===== src/rtl/serv_mtimer.sv =====
// RISC-V machine timer: 64-bit mtime/mtimecmp on a 32-bit Wishbone slave, level interrupt out.
// Single-cycle ack after acceptance, never stalls; read data and o_mtip are registered.
module serv_mtimer #(
    parameter int PRESCALE = 1
) (
    input  logic        i_clk,
    input  logic        i_rst,
    input  logic        i_wb_cyc,
    input  logic        i_wb_stb,
    input  logic        i_wb_we,
    input  logic [1:0]  i_wb_adr,
    input  logic [31:0] i_wb_dat,
    input  logic [3:0]  i_wb_sel,
    output logic [31:0] o_wb_rdt,
    output logic        o_wb_ack,
    output logic        o_mtip
);

    localparam int            PW      = (PRESCALE > 1) ? $clog2(PRESCALE) : 1;
    localparam logic [PW-1:0] PRE_MAX = PW'(PRESCALE - 1);

    localparam logic [1:0] ADR_MTIME_LO = 2'd0;
    localparam logic [1:0] ADR_MTIME_HI = 2'd1;
    localparam logic [1:0] ADR_CMP_LO   = 2'd2;
    localparam logic [1:0] ADR_CMP_HI   = 2'd3;

    logic [PW-1:0] pre_q, pre_d;
    logic [63:0]   mtime_q, mtime_d;
    logic [63:0]   mtimecmp_q, mtimecmp_d;
    logic [31:0]   shadow_q, shadow_d;
    logic [31:0]   rdt_q, rdt_d;
    logic          ack_q, ack_d;
    logic          mtip_q, mtip_d;

    logic          tick;
    logic          acc;
    logic          wr;
    logic          rd;
    logic [31:0]   wr_mtime_lo;
    logic [31:0]   wr_mtime_hi;
    logic [31:0]   wr_cmp_lo;
    logic [31:0]   wr_cmp_hi;

    function automatic logic [31:0] merge_bytes(input logic [31:0] old_w,
                                                input logic [31:0] new_w,
                                                input logic [3:0]  sel);
        logic [31:0] r;
        r = old_w;
        for (int b = 0; b < 4; b++) begin
            if (sel[b]) begin
                r[8*b +: 8] = new_w[8*b +: 8];
            end
        end
        return r;
    endfunction

    always_comb begin
        tick        = (pre_q == PRE_MAX);
        acc         = i_wb_cyc & i_wb_stb & ~ack_q;
        wr          = acc & i_wb_we;
        rd          = acc & ~i_wb_we;

        wr_mtime_lo = merge_bytes(mtime_q[31:0],     i_wb_dat, i_wb_sel);
        wr_mtime_hi = merge_bytes(mtime_q[63:32],    i_wb_dat, i_wb_sel);
        wr_cmp_lo   = merge_bytes(mtimecmp_q[31:0],  i_wb_dat, i_wb_sel);
        wr_cmp_hi   = merge_bytes(mtimecmp_q[63:32], i_wb_dat, i_wb_sel);

        pre_d       = tick ? '0 : pre_q + 1'b1;
        mtime_d     = tick ? mtime_q + 64'd1 : mtime_q;
        mtimecmp_d  = mtimecmp_q;
        shadow_d    = shadow_q;
        rdt_d       = rdt_q;
        ack_d       = acc;
        mtip_d      = (mtime_q >= mtimecmp_q);

        // A write to either mtime word overrides the increment for the whole 64 bits.
        if (wr) begin
            case (i_wb_adr)
                ADR_MTIME_LO: mtime_d = {mtime_q[63:32], wr_mtime_lo};
                ADR_MTIME_HI: begin
                    mtime_d  = {wr_mtime_hi, mtime_q[31:0]};
                    shadow_d = wr_mtime_hi;
                end
                ADR_CMP_LO:   mtimecmp_d = {mtimecmp_q[63:32], wr_cmp_lo};
                ADR_CMP_HI:   mtimecmp_d = {wr_cmp_hi, mtimecmp_q[31:0]};
                default:      mtimecmp_d = mtimecmp_q;
            endcase
        end

        // Reading the low word freezes the high word so a lo-then-hi pair is coherent.
        if (rd) begin
            case (i_wb_adr)
                ADR_MTIME_LO: begin
                    rdt_d    = mtime_q[31:0];
                    shadow_d = mtime_q[63:32];
                end
                ADR_MTIME_HI: rdt_d = shadow_q;
                ADR_CMP_LO:   rdt_d = mtimecmp_q[31:0];
                ADR_CMP_HI:   rdt_d = mtimecmp_q[63:32];
                default:      rdt_d = rdt_q;
            endcase
        end
    end

    always_ff @(posedge i_clk) begin
        if (i_rst) begin
            pre_q      <= '0;
            mtime_q    <= 64'd0;
            mtimecmp_q <= 64'hFFFF_FFFF_FFFF_FFFF;
            shadow_q   <= 32'd0;
            rdt_q      <= 32'd0;
            ack_q      <= 1'b0;
            mtip_q     <= 1'b0;
        end else begin
            pre_q      <= pre_d;
            mtime_q    <= mtime_d;
            mtimecmp_q <= mtimecmp_d;
            shadow_q   <= shadow_d;
            rdt_q      <= rdt_d;
            ack_q      <= ack_d;
            mtip_q     <= mtip_d;
        end
    end

    assign o_wb_rdt = rdt_q;
    assign o_wb_ack = ack_q;
    assign o_mtip   = mtip_q;

endmodule


===== config.mk =====
export PLATFORM = sky130hd
export DESIGN_NAME = serv_mtimer
export DESIGN_NICKNAME = d
export VERILOG_FILES = /design/src/rtl/serv_mtimer.sv
export SDC_FILE = /design/constraint.sdc
export NUM_CORES = 1
export LEC_CHECK = 0
export CORE_UTILIZATION = 40
export DETAILED_ROUTE_END_ITERATION = 12
export GPL_TIMING_DRIVEN = 0
export PLACE_DENSITY = 0.6
export SETUP_SLACK_MARGIN = 0.15
export SLEW_MARGIN = 30
export SYNTH_ARGS = -nofsm -noshare
export SYNTH_HDL_FRONTEND = slang
export SYNTH_SLANG_ARGS = --single-unit

===== constraint.sdc =====
create_clock -name i_clk -period 3.01 [get_ports i_clk]
set_input_delay 0.301 -clock i_clk [delete_from_list [all_inputs] [get_ports i_clk]]
set_output_delay 0.301 -clock i_clk [all_outputs]
set_load 0.005 [all_outputs]

==> metrics <==
Seq/Total Area, Yosys 34.0%; Synth area leaders dfxtp_1, nand2_1, ha_1, mux4_2, nor2_1; finished layout cell area 0.0134 mm2; Initial Utilization 41.0%; Final ANT Viol Nets 0; Cell Area, Synth 0.0115 mm2; RSZ-0062 raised after global routing no; root buf cell clkbuf_16; initial antenna violation count 3; Fmax 355 MHz; Syn Nets 1549; crit path DAT 3.12 ns; global-route usage over all layers 31.4%; crit-path max FO 9; Startpoint Class flop; Final Hold Violating Endpoints 0; Syn-to-layout area delta 16.9%; Layout Nets 1645; Yosys warning count 0; worst clock skew 0.0162 ns; Final period util 93.5%; max-cap violations 0; die area 0.0294 mm2; Post-synth top flop dfxtp_1; Clock Sinks 195; total number of vias 11700; drt total wl 45.2 mm; RD Place Congestion 0.958; final core occ 48.0%; Crit Path Class flop to flop; post-synthesis cell count 1441; Row Count 61; Overflow after GRT 0; first-pass GRT wire length 67.9 mm; TNS Setup 0 ns; HP Class flop to flop; Max Slew Vio Count 0; Final HPWL DP 33.3 mm; # DRC 0; area share of the largest cell type after synthesis 34.0%; pwr dens 427 mW/mm2; area leader, netlist dfxtp_1; Slew @ Worst Pin 1.08 ns; critical path required time 3.31 ns; #FFs+latches synth 195; WL per Instance 23.4 um; I/O pin total 77; CTS tree yes; First-pass DRT Iterations 6; Setup Viol. Count Final 0; run status finished, final reports clean; area of the multi-input gates 0.00697 mm2; fillers 2816; Core ar. 0.0280 mm2; Die Width 172 um; Clock transition at path regs 0.08 ns; async set-or-reset flop fraction in the synthesized netlist 0%; Rel. slew slack 28.1%; drt via density 6.06; number of flops mapped to enable cells by yosys 0; layout cells sized above 1 7.55%; CP Capture Type flop; syn avg cell area 7.98 um2; clock latency on the worst-skew pair 0.46 ns; FF+latch area 0.00390 mm2; fin crit period 2.82 ns; Clock Tree Buf Depth 2; Yosys cell types 67; VDD IR max 371 uV; Die Y 172 um; number of global-route vias before repair 11000; Leak 5.65 nW; port bufs 73; overall power 5.74 mW; H-tree lvl count 4; initial drt markers 1427; largest net degree at the start of global routing 18; total CTS buffers 17; Area after DPL 0.0127 mm2
==> power by group <==
group          switching (mW)  internal, mW
combinational           0.372         0.238
clock                    1.15          1.29
sequential             0.0571          2.64
==> cell usage in the layout (no fill, tap or decap), drive strengths merged, types with 10 or more instances in the layout <==
cell type / synthesis / routed
a211o: 21 / 21
a211oi: 25 / 25
a21oi: 98 / 98
a31oi: 37 / 37
and2: 15 / 15
and3: 15 / 15
buf: 11 / 13
clkbuf: 77 / 98
clkdlybuf4s50: 0 / 73
dfxtp: 195 / 195
ha: 65 / 65
inv: 98 / 103
mux2i: 11 / 11
mux4: 32 / 32
nand2: 232 / 232
nand3: 35 / 35
nand3b: 49 / 49
nand4: 32 / 32
nor2: 144 / 144
nor3: 31 / 31
nor4: 16 / 16
o21ai: 23 / 23
o22ai: 38 / 38
or3: 12 / 12
xor2: 10 / 10
==> worst paths after layout <==
kind / startpoint / depth (start not counted) / slack [ns] / to
worst max-delay path: mtime_q[21] / 6 / 0.19 / o_mtip
worst min-delay path: o_wb_rdt[2] / 2 / 0.45 / o_wb_rdt[2]
worst max register to register: mtime_q[21] / 6 / 0.19 / o_mtip
worst min register to register: o_wb_rdt[2] / 2 / 0.45 / o_wb_rdt[2]
==> cells by family (layout without fill, tap and decap cells) <==
| logic type | count (synthesis) | count (layout) | synth area share, % |
|---|---|---|---|
| flip-flops | 195 | 195 | 34.0 |
| multiplexers | 51 | 51 | 8.07 |
| XOR/XNOR | 13 | 13 | 0.990 |
| buffers and inverters | 186 | 295 | 6.11 |
| AND/OR/NAND/NOR | 627 | 627 | 26.7 |
| other | 1 | 3 | 0.0326 |
| adder cells (fa/ha/maj) | 65 | 65 | 7.07 |
| AO/OA/AOI/OAI | 303 | 303 | 17.0 |
==> through the flow <==
step / worst slack, ns / std cells / hold slack, ns
floorplan: 0.681 / 1441 / 0.419
global placement: -0.828 / 1892 / 0.444
detailed placement: -0.676 / 1892 / 0.448
CTS: 0.148 / 1925 / 0.457
global route: 0.155 / 1928 / 0.473
finish: 0.195 / 1930 / 0.454
==> flip-flops by register name, indices dropped and copies added (netlist names) <==
signal,count
mtime_q,64
mtimecmp_q,64
o_mtip,1
o_wb_ack,1
o_wb_rdt,32
pre_q,1
shadow_q,32
==> per-layer routing <==
metal,up-vias,global-route usage (%),part of all wire [%]
met5,-,0,0
li1,5377,-,-
met2,615,48.1,44
met1,5561,41.4,42
met3,134,6.10,9.0
met4,0,16.8,5.1
==> area by class of cell <==
class,count,area share (%)
flip-flops and latches,195,29.0
clock buffers,20,3.40
repair buffers,78,5.71
clock inverters,12,1.07
plain buffers,87,2.64
diodes,2,0.0372
well taps,378,3.52
inverters,98,2.74
multi-input cells,1060,51.8
==> synth_stat cells (15+ instances only) <==
cell type / instances
a211o_1: 21
a21oi_1: 98
o21ai_0: 23
and3_1: 15
o22ai_1: 38
a31oi_1: 37
nand2_1: 232
dfxtp_1: 195
mux4_2: 31
nand3b_1: 49
nand3_1: 35
a211oi_1: 25
nor3_1: 31
nand4_1: 30
clkbuf_1: 76
ha_1: 65
nor2_1: 144
inv_1: 98
==> critical path, stage by stage (launching register included) <==
cell and delay (ns):
dfxtp_1 0.58, ha_1 0.31, and4_1 0.25, a221oi_1 0.61, o22ai_1 0.18, o41ai_1 0.56
a21oi_1 0.16
==> repair_timing <==
item,in CTS,in global routing
hold endpoints to repair,0,0
endpoints found under the setup margin,69,54
hold buffers,0,0
setup buffers,1,4
gates resized for setup,13,15
pin swaps,2,3
Power figures use the tool's default switching activity.
